<file path="src/rtl/atpg_vector_sequencer_pkg.sv">
// Shared types and constants for the ATPG vector sequencer.
// Default widths match the ISCAS c17 benchmark circuit.
package atpg_pkg;

  localparam int C17_N_IN  = 5;
  localparam int C17_N_OUT = 2;

  typedef enum logic [2:0] {
    ST_IDLE    = 3'd0,
    ST_APPLY   = 3'd1,
    ST_SETTLE  = 3'd2,
    ST_CAPTURE = 3'd3,
    ST_DONE    = 3'd4
  } state_e;

  // A run is in progress while a vector is being applied, settled or scored.
  function automatic logic is_run_state(state_e s);
    return (s == ST_APPLY) || (s == ST_SETTLE) || (s == ST_CAPTURE);
  endfunction

endpackage

</file>
<file path="src/rtl/atpg_vector_sequencer_if.sv">
// Host-side bus of the sequencer: vector loading, run control and results.
// The host (loader / fault bench) is the master, the sequencer is the slave.
interface atpg_vector_sequencer_if
  import atpg_pkg::*;
#(
  parameter int N_IN  = C17_N_IN,
  parameter int N_OUT = C17_N_OUT,
  parameter int N_VEC = 16
);
  localparam int AW = (N_VEC > 1) ? $clog2(N_VEC) : 1;
  localparam int CW = $clog2(N_VEC + 1);

  logic             ld_en;
  logic [AW-1:0]    ld_addr;
  logic [N_IN-1:0]  ld_stim;
  logic [N_OUT-1:0] ld_gold;
  logic [CW-1:0]    num_vec;
  logic             stop_on_fail;
  logic             start;
  logic             busy;
  logic             done;
  logic             detected;
  logic [CW-1:0]    fail_count;
  logic [AW-1:0]    first_fail;
  logic [N_OUT-1:0] fail_mask;

  modport master (
    output ld_en, ld_addr, ld_stim, ld_gold, num_vec, stop_on_fail, start,
    input  busy, done, detected, fail_count, first_fail, fail_mask
  );

  modport slave (
    input  ld_en, ld_addr, ld_stim, ld_gold, num_vec, stop_on_fail, start,
    output busy, done, detected, fail_count, first_fail, fail_mask
  );

endinterface

</file>
<file path="src/rtl/atpg_vector_sequencer_store.sv">
// Vector store: N_VEC entries of {stimulus, golden response}.
// One synchronous write port, asynchronous read by the run index.
// Contents are deliberately not reset so a loaded list survives a reset.
module atpg_vector_store #(
  parameter int N_IN  = 5,
  parameter int N_OUT = 2,
  parameter int N_VEC = 16,
  parameter int AW    = 4
) (
  input  logic             clk,
  input  logic             wr_en,
  input  logic [AW-1:0]    wr_addr,
  input  logic [N_IN-1:0]  wr_stim,
  input  logic [N_OUT-1:0] wr_gold,
  input  logic [AW-1:0]    rd_addr,
  output logic [N_IN-1:0]  rd_stim,
  output logic [N_OUT-1:0] rd_gold
);

  logic [N_IN+N_OUT-1:0] mem_q [N_VEC];

  // Write one entry when the sequencer allows loading.
  always_ff @(posedge clk) begin
    if (wr_en) begin
      mem_q[wr_addr] <= {wr_stim, wr_gold};
    end
  end

  assign {rd_stim, rd_gold} = mem_q[rd_addr];

endmodule

</file>
<file path="src/rtl/atpg_vector_sequencer.sv">
// ATPG vector sequencer: walks the stored vector list, drives each stimulus
// into a combinational CUT, waits SETTLE cycles and scores the response
// against its golden value. Reports detection, failure count, first failing
// index and the OR of all response differences.
module atpg_vector_sequencer
  import atpg_pkg::*;
#(
  parameter int N_IN   = C17_N_IN,
  parameter int N_OUT  = C17_N_OUT,
  parameter int N_VEC  = 16,
  parameter int SETTLE = 2
) (
  input  logic                   clk,
  input  logic                   rst,
  atpg_vector_sequencer_if.slave bus,
  output logic [N_IN-1:0]        cut_in,
  input  logic [N_OUT-1:0]       cut_out
);

  localparam int AW = (N_VEC > 1) ? $clog2(N_VEC) : 1;
  localparam int CW = $clog2(N_VEC + 1);
  localparam int SW = (SETTLE > 1) ? $clog2(SETTLE) : 1;
  localparam logic [CW-1:0] NV_MAX      = CW'(N_VEC);
  localparam logic [SW-1:0] SETTLE_LAST = SW'(SETTLE - 1);

  state_e           state_q, state_d;
  logic [AW-1:0]    idx_q, idx_d;
  logic [SW-1:0]    cnt_q, cnt_d;
  logic [CW-1:0]    nv_q, nv_d;
  logic             sof_q, sof_d;
  logic [N_IN-1:0]  cut_in_q, cut_in_d;
  logic             busy_q, busy_d;
  logic             done_q, done_d;
  logic             detected_q, detected_d;
  logic [CW-1:0]    fail_count_q, fail_count_d;
  logic [AW-1:0]    first_fail_q, first_fail_d;
  logic [N_OUT-1:0] fail_mask_q, fail_mask_d;

  logic             wr_en;
  logic [N_IN-1:0]  rd_stim;
  logic [N_OUT-1:0] rd_gold;
  logic [N_OUT-1:0] diff;
  logic             mismatch;
  logic             last_vec;
  logic [CW-1:0]    nv_clamped;

  // Loading is locked out while a run owns the store.
  assign wr_en      = bus.ld_en && !is_run_state(state_q);
  assign diff       = cut_out ^ rd_gold;
  assign mismatch   = |diff;
  assign last_vec   = ((CW'(idx_q) + CW'(1)) == nv_q);
  assign nv_clamped = (bus.num_vec > NV_MAX) ? NV_MAX : bus.num_vec;

  atpg_vector_store #(
    .N_IN  (N_IN),
    .N_OUT (N_OUT),
    .N_VEC (N_VEC),
    .AW    (AW)
  ) u_store (
    .clk     (clk),
    .wr_en   (wr_en),
    .wr_addr (bus.ld_addr),
    .wr_stim (bus.ld_stim),
    .wr_gold (bus.ld_gold),
    .rd_addr (idx_q),
    .rd_stim (rd_stim),
    .rd_gold (rd_gold)
  );

  // Next-state, run bookkeeping and result accumulation.
  always_comb begin
    state_d      = state_q;
    idx_d        = idx_q;
    cnt_d        = cnt_q;
    nv_d         = nv_q;
    sof_d        = sof_q;
    cut_in_d     = cut_in_q;
    detected_d   = detected_q;
    fail_count_d = fail_count_q;
    first_fail_d = first_fail_q;
    fail_mask_d  = fail_mask_q;

    case (state_q)
      ST_IDLE: begin
        if (bus.start) begin
          idx_d        = '0;
          nv_d         = nv_clamped;
          sof_d        = bus.stop_on_fail;
          detected_d   = 1'b0;
          fail_count_d = '0;
          first_fail_d = '0;
          fail_mask_d  = '0;
          if (nv_clamped == '0) begin
            state_d = ST_DONE;
          end else begin
            state_d = ST_APPLY;
          end
        end else begin
          state_d = ST_IDLE;
        end
      end
      ST_APPLY: begin
        cut_in_d = rd_stim;
        cnt_d    = '0;
        state_d  = ST_SETTLE;
      end
      ST_SETTLE: begin
        if (cnt_q == SETTLE_LAST) begin
          state_d = ST_CAPTURE;
        end else begin
          cnt_d = cnt_q + SW'(1);
        end
      end
      ST_CAPTURE: begin
        if (mismatch) begin
          fail_count_d = fail_count_q + CW'(1);
          detected_d   = 1'b1;
          fail_mask_d  = fail_mask_q | diff;
          if (!detected_q) begin
            first_fail_d = idx_q;
          end else begin
            first_fail_d = first_fail_q;
          end
        end else begin
          fail_count_d = fail_count_q;
        end
        if (last_vec || (mismatch && sof_q)) begin
          state_d = ST_DONE;
        end else begin
          idx_d   = idx_q + AW'(1);
          state_d = ST_APPLY;
        end
      end
      ST_DONE: begin
        state_d = ST_IDLE;
      end
      default: begin
        state_d = ST_IDLE;
      end
    endcase

    busy_d = is_run_state(state_d);
    done_d = (state_d == ST_DONE);
  end

  // State and result registers with synchronous reset.
  always_ff @(posedge clk) begin
    if (rst) begin
      state_q      <= ST_IDLE;
      idx_q        <= '0;
      cnt_q        <= '0;
      nv_q         <= '0;
      sof_q        <= 1'b0;
      cut_in_q     <= '0;
      busy_q       <= 1'b0;
      done_q       <= 1'b0;
      detected_q   <= 1'b0;
      fail_count_q <= '0;
      first_fail_q <= '0;
      fail_mask_q  <= '0;
    end else begin
      state_q      <= state_d;
      idx_q        <= idx_d;
      cnt_q        <= cnt_d;
      nv_q         <= nv_d;
      sof_q        <= sof_d;
      cut_in_q     <= cut_in_d;
      busy_q       <= busy_d;
      done_q       <= done_d;
      detected_q   <= detected_d;
      fail_count_q <= fail_count_d;
      first_fail_q <= first_fail_d;
      fail_mask_q  <= fail_mask_d;
    end
  end

  assign cut_in         = cut_in_q;
  assign bus.busy       = busy_q;
  assign bus.done       = done_q;
  assign bus.detected   = detected_q;
  assign bus.fail_count = fail_count_q;
  assign bus.first_fail = first_fail_q;
  assign bus.fail_mask  = fail_mask_q;

endmodule
</file>
<file path="src/flat_wrapper.sv">
// flat-port wrapper written by rule: the top's interface ports become plain ports
module atpg_vector_sequencer_flat import atpg_pkg::*;
#(
  parameter int N_IN   = C17_N_IN,
  parameter int N_OUT  = C17_N_OUT,
  parameter int N_VEC  = 16,
  parameter int SETTLE = 2
)
  (clk, rst, cut_in, cut_out, bus_ld_en, bus_ld_addr, bus_ld_stim, bus_ld_gold, bus_num_vec, bus_stop_on_fail, bus_start, bus_busy, bus_done, bus_detected, bus_fail_count, bus_first_fail, bus_fail_mask);
  atpg_vector_sequencer_if #(.N_IN(N_IN), .N_OUT(N_OUT), .N_VEC(N_VEC)) bus_i ();
  input  logic clk;
  input  logic rst;
  output logic [N_IN-1:0] cut_in;
  input  logic [N_OUT-1:0] cut_out;
  input wire logic [$bits(bus_i.ld_en)-1:0] bus_ld_en;
  input wire logic [$bits(bus_i.ld_addr)-1:0] bus_ld_addr;
  input wire logic [$bits(bus_i.ld_stim)-1:0] bus_ld_stim;
  input wire logic [$bits(bus_i.ld_gold)-1:0] bus_ld_gold;
  input wire logic [$bits(bus_i.num_vec)-1:0] bus_num_vec;
  input wire logic [$bits(bus_i.stop_on_fail)-1:0] bus_stop_on_fail;
  input wire logic [$bits(bus_i.start)-1:0] bus_start;
  output wire logic [$bits(bus_i.busy)-1:0] bus_busy;
  output wire logic [$bits(bus_i.done)-1:0] bus_done;
  output wire logic [$bits(bus_i.detected)-1:0] bus_detected;
  output wire logic [$bits(bus_i.fail_count)-1:0] bus_fail_count;
  output wire logic [$bits(bus_i.first_fail)-1:0] bus_first_fail;
  output wire logic [$bits(bus_i.fail_mask)-1:0] bus_fail_mask;
  assign bus_i.ld_en = bus_ld_en;
  assign bus_i.ld_addr = bus_ld_addr;
  assign bus_i.ld_stim = bus_ld_stim;
  assign bus_i.ld_gold = bus_ld_gold;
  assign bus_i.num_vec = bus_num_vec;
  assign bus_i.stop_on_fail = bus_stop_on_fail;
  assign bus_i.start = bus_start;
  assign bus_busy = bus_i.busy;
  assign bus_done = bus_i.done;
  assign bus_detected = bus_i.detected;
  assign bus_fail_count = bus_i.fail_count;
  assign bus_first_fail = bus_i.first_fail;
  assign bus_fail_mask = bus_i.fail_mask;
  atpg_vector_sequencer #(.N_IN(N_IN), .N_OUT(N_OUT), .N_VEC(N_VEC), .SETTLE(SETTLE)) u_core (.clk(clk), .rst(rst), .bus(bus_i), .cut_in(cut_in), .cut_out(cut_out));
endmodule
</file>
<file path="config.mk">
export PLATFORM = sky130hd
export DESIGN_NAME = atpg_vector_sequencer_flat
export DESIGN_NICKNAME = d
export VERILOG_FILES = /design/src/rtl/atpg_vector_sequencer_pkg.sv /design/src/rtl/atpg_vector_sequencer_if.sv /design/src/rtl/atpg_vector_sequencer_store.sv /design/src/rtl/atpg_vector_sequencer.sv /design/src/flat_wrapper.sv
export SDC_FILE = /design/constraint.sdc
export NUM_CORES = 1
export LEC_CHECK = 0
export ABC_AREA = 1
export ABC_CLOCK_PERIOD_IN_PS = 3610
export CORE_UTILIZATION = 40
export CTS_CLUSTER_DIAMETER = 60
export DETAILED_ROUTE_END_ITERATION = 8
export RECOVER_POWER = 50
export SLEW_MARGIN = 20
export SYNTH_ARGS = -nofsm -noshare
export SYNTH_HDL_FRONTEND = slang
export SYNTH_SLANG_ARGS = --single-unit
</file>
<file path="constraint.sdc">
create_clock -name clk -period 3.61 [get_ports clk]
set_input_delay 0.722 -clock clk [delete_from_list [all_inputs] [get_ports clk]]
set_output_delay 0.722 -clock clk [all_outputs]
set_load 0.05 [all_outputs]
</file>
==> reports/metrics.csv, run 1 <==
stage,metric,value,unit
cells_and_area,fillCellCount,1318,
global_routing,grt_overflow_total,0,
logic_synthesis,synth_area,6075,um^2
critical_path,r2r_cells,12,
pwr,max-vdd-ir-drop,0.3374,mV
global_routing,antenna_found_initial,0,
timing,slew_viol_final,0,
detailed_routing,viasPerCell,5.363,
timing,hold_ws,0.4437,ns
hold_path,hold-path-endpoint,u_core.bus.fail_mask[0]$_SDFFE_PP0P_,
pwr,p_leak,0.002683,uW
pwr,finalPower,3878,uW
critical_path,cp-start-kind,register,
timing,fin_setup_tns,0,ns
timing,hold_violations,0,
clock_tree,cts_inserted_buffers,17,
hold_path,worstHoldPathType,register to register,
global_routing,grt_pass1_wl,23040,um
clock_tree,clock_latency,0.42,ns
pwr,power.density,536.6,nW/um^2
global_routing,grt_max_degree,60,
cells_and_area,final_layout_size_suffix_gt1_frac,0.06359,
clock_tree,clk_path_buf_depth,2,
placed_design,gp_congestion,0.8698,
cells_and_area,area_growth,18.97,%
timing,fmax,396.6,MHz
clock_tree,cts_resized,0,
clock_tree,tritoncts,built,
detailed_routing,drcViolationCount,2,
hold_path,hold_depth,2,
critical_path,cp_data_required_time,3.94,ns
global_routing,grtUsageTotal,0.1986,
outcome,outcome,"finished, violations left",
logic_synthesis,synth.distinct_cells,30,
floorplan,num_rows,44,
floorplan,die_height,125.2,um
critical_path,r2r_end,u_core.idx_q[1]$_SDFFE_PP0P_,
logic_synthesis,syn_area_per_cell,10.55,um^2
critical_path,critPathCaptureType,register,
cells_and_area,multi_input_area,1644,um^2
floorplan,start_util,0.4133,
critical_path,cp.arrival,2.85,ns
clock_tree,path_clk_slew,0.06,ns
logic_synthesis,synthTopCellsByArea,"edfxtp_1 (55%), dfxtp_1 (12%), nor2_1 (5.3%)",
detailed_routing,drtPass1Iterations,9,
run,drv_cap,0,
clock_tree,cts_root_buffer,clkbuf_16,
logic_synthesis,synthCells,576,
floorplan,dieArea,15680,um^2
detailed_routing,dr.first_iter.drc_count,385,
floorplan,die_w,125.2,um
cells_and_area,seq_area,4104,um^2
timing,max-slew-margin-rel,0.4080,
global_routing,grt_pass1_vias,4131,
timing,tightestPinTransition,0.8851,ns
floorplan,core_area,14700,um^2
timing,rsz0062_at_grt,false,
detailed_routing,wl_per_cell,18.17,um
placed_design,hpwl,9556,um
detailed_routing,routed_wl,14770,um
hold_path,worstHoldStart,u_core.bus.fail_mask[0]$_SDFFE_PP0P_,
detailed_routing,num_vias,4360,
timing,final-setup-viol-count,0,
timing,timing.final.crit_share,0.6984,
logic_synthesis,synthesis.nets,601,
clock_tree,post-cts-setup-buffers,0,
timing,skew,0.006816,ns
critical_path,worstSetupPathType,register to register,
logic_synthesis,synth_top_area_frac,0.5537,
logic_synthesis,yosysTopAreaCell,edfxtp_1,
detailed_routing,ant_nets,0,
critical_path,worstPathMaxFanout,28,
outcome,violations,design-rule violations,
logic_synthesis,yosysWarnings,0,
critical_path,regToRegSetupSlack,1.09,ns
cells_and_area,final_nets,641,
timing,period_needed,2.521,ns
clock_tree,clock_sinks,149,
floorplan,io_pins,42,
placed_design,port_buffers,41,
logic_synthesis,seq_area_frac_synth,0.6756,
clock_tree,ctsHoldBuffers,0,
clock_tree,cts_max_level,4,
cells_and_area,insertedDiodeCount,0,
logic_synthesis,synth_seq_cells,149,
worst max-delay path by stage:
stage / from / endpoint / slack (ns) / cells after the start
global route: register / u_core.idx_q[1]$_SDFFE_PP0P_ / 0.82 / 12
global placement: bus_ld_en / u_core.u_store.mem_q[15][3]$_DFFE_PP_ / 1.00 / 5
floorplan: bus_ld_en / u_core.u_store.mem_q[0][0]$_DFFE_PP_ / 1.91 / 4
finish: register / u_core.idx_q[1]$_SDFFE_PP0P_ / 1.09 / 12
CTS: register / u_core.idx_q[1]$_SDFFE_PP0P_ / 1.10 / 12
detailed placement: bus_ld_en / u_core.u_store.mem_q[3][1]$_DFFE_PP_ / 0.99 / 5
critical path: stages (launching register included):
cell      delay, ns
dfxtp_1        0.33
clkinv_1       0.55
nand3_1        0.34
nand3_1        0.14
nand3_1        0.20
nand2_1        0.08
nand2_1        0.07
nand2_1        0.05
nand2_1        0.09
nand2_2        0.10
nand3_2        0.14
nand3_1        0.10
a21oi_1        0.22
final cells by class:
| cell class | count | share of cell area |
|---|---|---|
| sequential | 149 | 0.5679 |
| multi-input combinational | 344 | 0.2275 |
| timing repair buffer | 45 | 0.06042 |
| clock buffer | 19 | 0.05990 |
| tap | 184 | 0.03186 |
| inverter | 59 | 0.03064 |
| clock inverter | 13 | 0.02181 |
placed cells by master, fill, tap and decap left out, drive strengths merged, types with 8 or more instances in the layout:
cell / n
edfxtp: 112
nor2: 86
nand2: 77
o21ai: 61
inv: 58
nand3: 44
dfxtp: 37
a21oi: 28
o22ai: 22
dlygate4sd3: 22
clkbuf: 20
clkdlybuf4s50: 19
clkinv: 8
cells by family after synthesis:
family | synth area share
AO/OA/AOI/OAI | 0.1057
XOR/XNOR | 0.008651
adder cells (fa/ha/maj) | 0.004119
buffers and inverters | 0.05376
flip-flops | 0.6756
AND/OR/NAND/NOR | 0.1522
synth_stat cells, drive strengths merged:
cell    count
a21oi      28
a22oi       1
a32oi       1
buf         3
clkbuf     21
clkinv      2
dfxtp      37
edfxtp    112
ha          2
inv        57
nand2      77
nand3      44
nand3b      3
nand4       4
nor2       86
nor4        1
o21ai      61
o22ai      22
o31ai       1
o32ai       4
or2         3
xnor2       2
xor2        4
flip-flops by register name (all words and copies together), names as in the netlist, named ones only:
name / cells
u_core.bus.busy: 1
u_core.cnt_q: 1
u_core.bus.done: 1
u_core.bus.detected: 1
u_core.bus.fail_count: 5
u_core.bus.first_fail: 4
u_core.u_store.mem_q: 112
u_core.state_q: 3
u_core.cut_in: 5
u_core.idx_q: 4
u_core.sof_q: 1
u_core.bus.fail_mask: 2
u_core.nv_q: 5
report_power, final:
part	switching (uW)	internal [uW]	total [uW]
combinational	158	65.8	224
clock	680	1080	1760
sequential	15.3	1880	1890
total	854	3020	3880
stage by stage:
stage / cell area, um^2 / util / std cells / setup WS, ns
after floorplan: 6075 / - / 576 / 1.912
after global placement: 6641 / 0.4518 / 781 / 1.003
after detailed placement: 6641 / 0.4518 / 781 / 0.9920
after CTS: 7232 / 0.4920 / 813 / 1.101
after global routing: 7227 / 0.4917 / 813 / 0.8169
final: 7227 / 0.4917 / 813 / 1.089
metal layers:
metal  up-vias  global-route usage  wire [um]
li1       2073                   -          -
met1      2117              0.2639       6731
met2       146              0.3086       6941
met3        24             0.05135        782
met4         0             0.08465        318
met5         -                   0          0
Power figures use the tool's default switching activity.
==> run 2: changes to the inputs <==
Settings changed: ABC_CLOCK_PERIOD_IN_PS 3610 to 2000.
Clock period 3.61 ns to 2 ns, I/O delays scaled along.
==> run 2 against run 1 <==
The flow still finishes with violations (design-rule violations). Routed wire length shrank 0.35%. Cell count increased by 6.3%. Sequential cell count unchanged. Count of clock-buffer cells in the layout is 3 higher. Clock power up 97%. Fmax up 29%. Sequential share of layout area down 3.5 points. Cell area increased by 6.7%. Largest cell class unchanged.
==> reports/metrics.csv, run 2 (synthesis gave the netlist of run 1 again) <==
stage,metric,value,unit,change
cells_and_area,layout_common_cells,"edfxtp_1 (112), nor2_1 (86), nand2_1 (72)",,
floorplan,dieArea,15680,um^2,unchanged
detailed_routing,routed_wl,14720,um,-0.35%
cells_and_area,design_area,7711,um^2,+6.7%
clock_tree,clock_sinks,149,,unchanged
floorplan,io_pins,42,,unchanged
timing,tightestPinTransition,0.8708,ns,-0.01434 ns
floorplan,start_util,0.4133,,unchanged
pwr,power.density,949.6,nW/um^2,+77%
timing,timing.final.crit_share,0.9777,,+0.2792
placed_design,dpl-instance-area,7019,um^2,+5.7%
clock_tree,cts_root_buffer,clkbuf_16,,
global_routing,antenna_found_initial,0,,unchanged
detailed_routing,ant_nets,0,,unchanged
critical_path,cp_slowest_stage_delay,0.43,ns,-0.12 ns
cells_and_area,largest_reg_flops,112,,unchanged
detailed_routing,dr.first_iter.drc_count,432,,+12%
timing,hold_violations,0,,unchanged
timing,fin_setup_tns,0,ns,unchanged
critical_path,worstPathMaxFanout,10,,-64%
critical_path,r2r_cells,9,,-3
timing,final-setup-viol-count,0,,unchanged
critical_path,cpMostUsedCell,buf_4,,
placed_design,hpwl,10180,um,+6.5%
detailed_routing,drtPass1Iterations,9,,unchanged
cells_and_area,multi_input_area,1694,um^2,+3.0%
detailed_routing,viasPerCell,5.274,,-1.7%
cells_and_area,area_growth,26.94,%,
critical_path,r2r_end,u_core.cut_in[3]$_SDFFE_PP0P_,,
critical_path,cp-start-kind,register,,
detailed_routing,wl_per_cell,17.04,um,-6.2%
timing,slew_viol_final,0,,unchanged
run,drv_cap,0,,unchanged
floorplan,die_height,125.2,um,unchanged
timing,max-slew-margin-rel,0.4195,,+0.01151
cells_and_area,final_common_cell,edfxtp_1,,
timing,period_needed,1.955,ns,-0.5660 ns
pwr,max-vdd-ir-drop,0.7028,mV,+110%
pwr,p_leak,0.002940,uW,+9.6%
timing,setup_ws,0.04465,ns,-1.044 ns
global_routing,grtUsageTotal,0.1960,,-0.002594
cells_and_area,fillCellCount,1269,,-3.7%
cells_and_area,largest_register,u_core.u_store.mem_q,,
clock_tree,clk_path_buf_depth,2,,unchanged
timing,fmax,511.4,MHz,+29%
clock_tree,path_clk_slew,0.06,ns,about the same
clock_tree,tritoncts,built,,
global_routing,grt_pass1_wl,23140,um,+0.45%
critical_path,regToRegSetupSlack,0.04,ns,-1.04 ns
hold_path,hold-path-endpoint,u_core.bus.fail_mask[1]$_SDFFE_PP0P_,,
floorplan,core_area,14700,um^2,unchanged
global_routing,grt_pass1_vias,4417,,+6.9%
clock_tree,cts_max_level,4,,unchanged
cells_and_area,insertedDiodeCount,0,,unchanged
hold_path,worstHoldStart,u_core.bus.fail_mask[1]$_SDFFE_PP0P_,,
detailed_routing,num_vias,4557,,+4.5%
detailed_routing,drcViolationCount,2,,unchanged
clock_tree,cts_inserted_buffers,17,,unchanged
cells_and_area,final_nets,693,,+8.1%
clock_tree,clock_latency,0.42,ns,about the same
floorplan,num_rows,44,,unchanged
critical_path,crit_chain,"clkbuf_16, buf_4, o21ai_0, o22ai_1, nor2_1, o32ai_1, buf_4, o21ai_1, inv_1",,
placed_design,dp_slack,0.01693,ns,-0.9751 ns
timing,skew,0.007876,ns,+0.001059 ns
critical_path,path_buf_inv,4,,+3
critical_path,cpLargestDelayFamily,compound AO/OA/AOI/OAI gates,,
placed_design,gp_congestion,0.8893,,+2.2%
critical_path,cp_data_required_time,2.36,ns,-1.58 ns
cells_and_area,seq_area,4108,um^2,about the same
critical_path,crit_slowest_cell,dfxtp_4,,
global_routing,grt_max_degree,33,,-45%
hold_path,hold_depth,2,,unchanged
critical_path,worstSetupPathType,register to register,,
outcome,outcome,"finished, violations left",,
floorplan,die_w,125.2,um,unchanged
global_routing,grt_overflow_total,0,,unchanged
placed_design,port_buffers,41,,unchanged
cells_and_area,utilization,0.5246,,+0.03294
timing,hold_ws,0.4547,ns,+0.01101 ns
critical_path,critPathCaptureType,register,,
hold_path,worstHoldPathType,register to register,,
outcome,violations,design-rule violations,,
critical_path,cp.arrival,2.32,ns,-0.53 ns
cells_and_area,final_layout_size_suffix_gt1_frac,0.1338,,+0.07023
==> run 2: cell types whose count changed in the layout (fill, tap and decap cells not counted), sizes merged, moves of 4 or more <==
| cell | previous run | this run |
|---|---|---|
| buf | 3 | 41 |
| clkbuf | 20 | 43 |
| dlygate4sd3 | 22 | 7 |
| dlygate4sd2 | 0 | 5 |
| clkdlybuf4s50 | 19 | 23 |
| clkinv | 8 | 4 |
==> run 2: stage by stage <==
| stage | cells | total power [uW] |
|---|---|---|
| finish | 864 | 7323 |
| global route | 864 | 7546 |
| CTS | 859 | 7390 |
| detailed placement | 828 | 3937 |
| global placement | 828 | 3929 |
| floorplan | 576 | 3706 |
==> run 2: report_power, final <==
part           leakage, uW  internal (uW)  switching [uW]
clock             0.000314           2300            1160
combinational      0.00131            151             297
sequential         0.00131           3390            31.4
==> run 2: area by class of cell <==
| class | instances | share of cell area |
|---|---|---|
| Inverter | 59 | 0.02937 |
| Timing Repair Buffer | 97 | 0.1042 |
| Sequential cell | 149 | 0.5327 |
| Multi-Input combinational cell | 344 | 0.2197 |
| Tap cell | 184 | 0.02986 |
| Clock inverter | 9 | 0.02272 |
| Clock buffer | 22 | 0.06150 |
==> run 2: worst max path at each step <==
stage / from / endpoint / slack, ns / depth (start not counted)
floorplan: u_core.idx_q[0]$_SDFFE_PP0P_ / register / 0.31 / 7
global placement: bus_ld_en / u_core.u_store.mem_q[0][6]$_DFFE_PP_ / 0.02 / 6
detailed placement: bus_ld_en / u_core.u_store.mem_q[0][3]$_DFFE_PP_ / 0.02 / 6
CTS: u_core.cut_in[3]$_SDFFE_PP0P_ / cut_in[3] / 0.004 / 1
global route: u_core.idx_q[1]$_SDFFE_PP0P_ / u_core.idx_q[2]$_SDFFE_PP0P_ / -0.003 / 7
finish: register / u_core.cut_in[3]$_SDFFE_PP0P_ / 0.04 / 9
==> run 2: routing by layer <==
metal	up-vias	GRT usage	wire (um)
met5	-	0	0
met4	0	0.07819	323
met3	27	0.05006	751
met2	144	0.2977	6726
met1	2205	0.2690	6921
li1	2181	-	-
==> run 2: timing repair <==
action,4_1_cts,5_1_grt
hold buffers,0,0
buffers inserted,0,3
pin swaps,0,1
endpoints found under the setup margin,5,28
resized for setup,5,25
gates cloned,0,2
==> run 2: worst min-delay path, stage by stage (launching register included) <==
cell and delay [ns]:
dfxtp_1 0.31, inv_1 0.05, a21oi_1 0.05
==> run 3: changes to the inputs <==
Settings changed: CORE_ASPECT_RATIO set to 1.75.
==> run 3 against run 2 <==
Clock skew is 0.0014 ns higher. Combinational power shrank 4%. Sequential power is essentially flat. Sequential share of layout area grew 0.53 points. The flow now finishes without violations. Critical path type is now register to output port. Cell count down 1.3%. Global-route usage down 0.17 points. First-iteration DRC count down 33%. Routed wire length is 2.2% lower. Largest cell class unchanged. Fmax rose by 0.34%.
==> reports/metrics.csv, run 3 (synthesis gave the netlist of run 1 again) <==
stage,metric,value,unit,change
clock_tree,cts_root_buffer,clkbuf_16,,
cells_and_area,design_area,7637,um^2,-0.96%
timing,hold_violations,0,,unchanged
global_routing,grt_max_degree,41,,+24%
critical_path,crit_slowest_cell,clkdlybuf4s50_1,,
detailed_routing,drcViolationCount,0,,-2
clock_tree,cts_max_level,4,,unchanged
placed_design,dpl.cell_count,818,,-1.2%
critical_path,cpLargestDelayFamily,buffers and inverters,,
critical_path,cp_slowest_stage_delay,0.80,ns,+0.37 ns
floorplan,die_height,165.0,um,+32%
timing,rsz0062_at_grt,true,,
critical_path,worstPathMaxFanout,2,,-8
pwr,switching_share,0.2321,,+0.02936
floorplan,io_pins,42,,unchanged
cells_and_area,final_layout_size_suffix_gt1_frac,0.1373,,+0.003490
timing,setup_ws,0.05129,ns,+0.006637 ns
pwr,max-vdd-ir-drop,0.5517,mV,-21%
cells_and_area,largest_reg_flops,112,,unchanged
cells_and_area,largest_register,u_core.u_store.mem_q,,
floorplan,num_rows,59,,+34%
clock_tree,clock_sinks,149,,unchanged
critical_path,critPathCaptureType,output port,,
pwr,p_int,5404,uW,-7.4%
timing,slew_viol_final,0,,unchanged
floorplan,die_w,95.16,um,-24%
critical_path,worstSetupPathType,register to output port,,
cells_and_area,seq_area,4109,um^2,about the same
placed_design,dpl-instance-area,6937,um^2,-1.2%
placed_design,dp_slack,-0.008071,ns,-0.02500 ns
cells_and_area,layoutNonFillerInstCount,853,,-1.3%
critical_path,cp-start-kind,register,,
detailed_routing,dr.first_iter.drc_count,290,,-33%
clock_tree,tritoncts,built,,
critical_path,cp_data_required_time,1.60,ns,-0.76 ns
detailed_routing,drtPass1Iterations,5,,-4
pwr,power.density,921.4,nW/um^2,-3.0%
timing,period_needed,1.949,ns,-0.006637 ns
pwr,p_comb_frac,0.061,,about the same
critical_path,crit_chain,clkdlybuf4s50_1,,
global_routing,grt_pass1_wl,22170,um,-4.2%
timing,timing.final.crit_share,0.9744,,-0.003318
cells_and_area,area_growth,25.73,%,
placed_design,hpwl,10060,um,-1.2%
clock_tree,clock_latency,0.42,ns,about the same
floorplan,start_util,0.4094,,-0.003868
run,drv_cap,0,,unchanged
detailed_routing,viasPerCell,5.157,,-2.2%
pwr,p_leak,0.003063,uW,+4.2%
cells_and_area,fillCellCount,1306,,+2.9%
global_routing,grt_overflow_total,0,,unchanged
detailed_routing,routed_wl,14400,um,-2.2%
hold_path,worstHoldPathType,register to register,,
detailed_routing,wl_per_cell,16.88,um,-0.91%
placed_design,gp_congestion,0.8737,,-1.8%
cells_and_area,layout_common_cells,"edfxtp_1 (112), nor2_1 (85), nand2_1 (71)",,
cells_and_area,utilization,0.5147,,-0.009885
timing,tightestPinTransition,0.8031,ns,-0.06764 ns
cells_and_area,final_nets,682,,-1.6%
floorplan,core_area,14840,um^2,+0.94%
outcome,outcome,"complete, no violations",,
critical_path,cp.arrival,1.55,ns,-0.77 ns
timing,final-setup-viol-count,0,,unchanged
floorplan,dieArea,15700,um^2,+0.12%
global_routing,grtUsageTotal,0.1943,,-0.001688
cells_and_area,multi_input_area,1688,um^2,-0.37%
clock_tree,path_clk_slew,0.06,ns,about the same
cells_and_area,insertedDiodeCount,0,,unchanged
detailed_routing,num_vias,4399,,-3.5%
timing,fmax,513.2,MHz,+0.34%
pwr,pwr-share-seq,0.485,,+0.018
clock_tree,cts_inserted_buffers,17,,unchanged
cells_and_area,final_common_cell,edfxtp_1,,
global_routing,antenna_found_initial,0,,unchanged
clock_tree,clk_path_buf_depth,2,,unchanged
global_routing,grt_pass1_vias,4343,,-1.7%
timing,skew,0.009284,ns,+0.001409 ns
detailed_routing,ant_nets,0,,unchanged
critical_path,path_buf_inv,1,,-3
pwr,p_sw,1633,uW,+10%
placed_design,port_buffers,41,,unchanged
timing,max-slew-margin-rel,0.4646,,+0.04509
pwr,power_frac_clock,0.454,,-0.018
## run 3: cell types whose count changed in the layout (fill, tap and decap cells not counted), sizes merged
cell           previous run  this run
clkinv                    4         5
inv                      58        63
buf                      41        40
dlymetal6s2s              0        10
clkdlybuf4s50            23        20
clkinvlp                  1         5
bufinv                    5         2
clkbuf                   43        21
dlygate4sd2               5         4
## run 3: worst paths after layout
check             slack [ns]                                   end                                 start  cells past startpoint
setup reg to reg        0.14                              register                              register                     14
hold reg to reg         0.45  u_core.bus.fail_mask[0]$_SDFFE_PP0P_  u_core.bus.fail_mask[0]$_SDFFE_PP0P_                      2
setup / recovery        0.05                             cut_in[4]         u_core.cut_in[4]$_SDFFE_PP0P_                      1
hold / removal          0.45  u_core.bus.fail_mask[0]$_SDFFE_PP0P_  u_core.bus.fail_mask[0]$_SDFFE_PP0P_                      2
## run 3: timing repair
action / CTS / global route
setup endpoints to repair: 5 / 35
hold endpoints to repair: 0 / 0
hold buffers: 0 / 0
cloned: 0 / 2
pin swaps: 0 / 4
gates resized for setup: 5 / 30
setup buffers: 0 / 1
## run 3: power by group through the flow
stage / sequential (uW) / combinational [uW] / clock [uW]
after floorplan: 3520 / 186 / 0
after global placement: 3480 / 421 / 0
after detailed placement: 3480 / 428 / 0
after CTS: 3410 / 430 / 3250
after global routing: 3420 / 472 / 3370
final: 3410 / 430 / 3200
## run 3: through the flow
step / power (uW) / hold slack (ns) / setup TNS (ns)
2_1_floorplan: 3706 / 0.4413 / 0
4_1_cts: 7091 / 0.4547 / 0
6_report: 7037 / 0.4510 / 0
5_1_grt: 7260 / 0.4858 / -0.09441
3_3_place_gp: 3897 / 0.4423 / -0.08934
3_5_place_dp: 3906 / 0.4452 / -0.05737
## run 3: area by class of cell
cell class / count / share of cell area
Timing Repair inverter: 1 / 0.0006553
Timing Repair Buffer: 85 / 0.1026
Multi-Input combinational cell: 344 / 0.2210
Inverter: 59 / 0.02982
Sequential cell: 149 / 0.5380
Clock buffer: 17 / 0.05570
Tap cell: 183 / 0.02998
Clock inverter: 15 / 0.02228
## run 3: layer usage
metal  global-route usage  wire length [um]  vias up
li1                     -                 -     2155
met1               0.2053              5526     2131
met2               0.3653              8115       92
met3              0.04144               457       21
met4              0.07369               303        0
met5                    0                 0        -
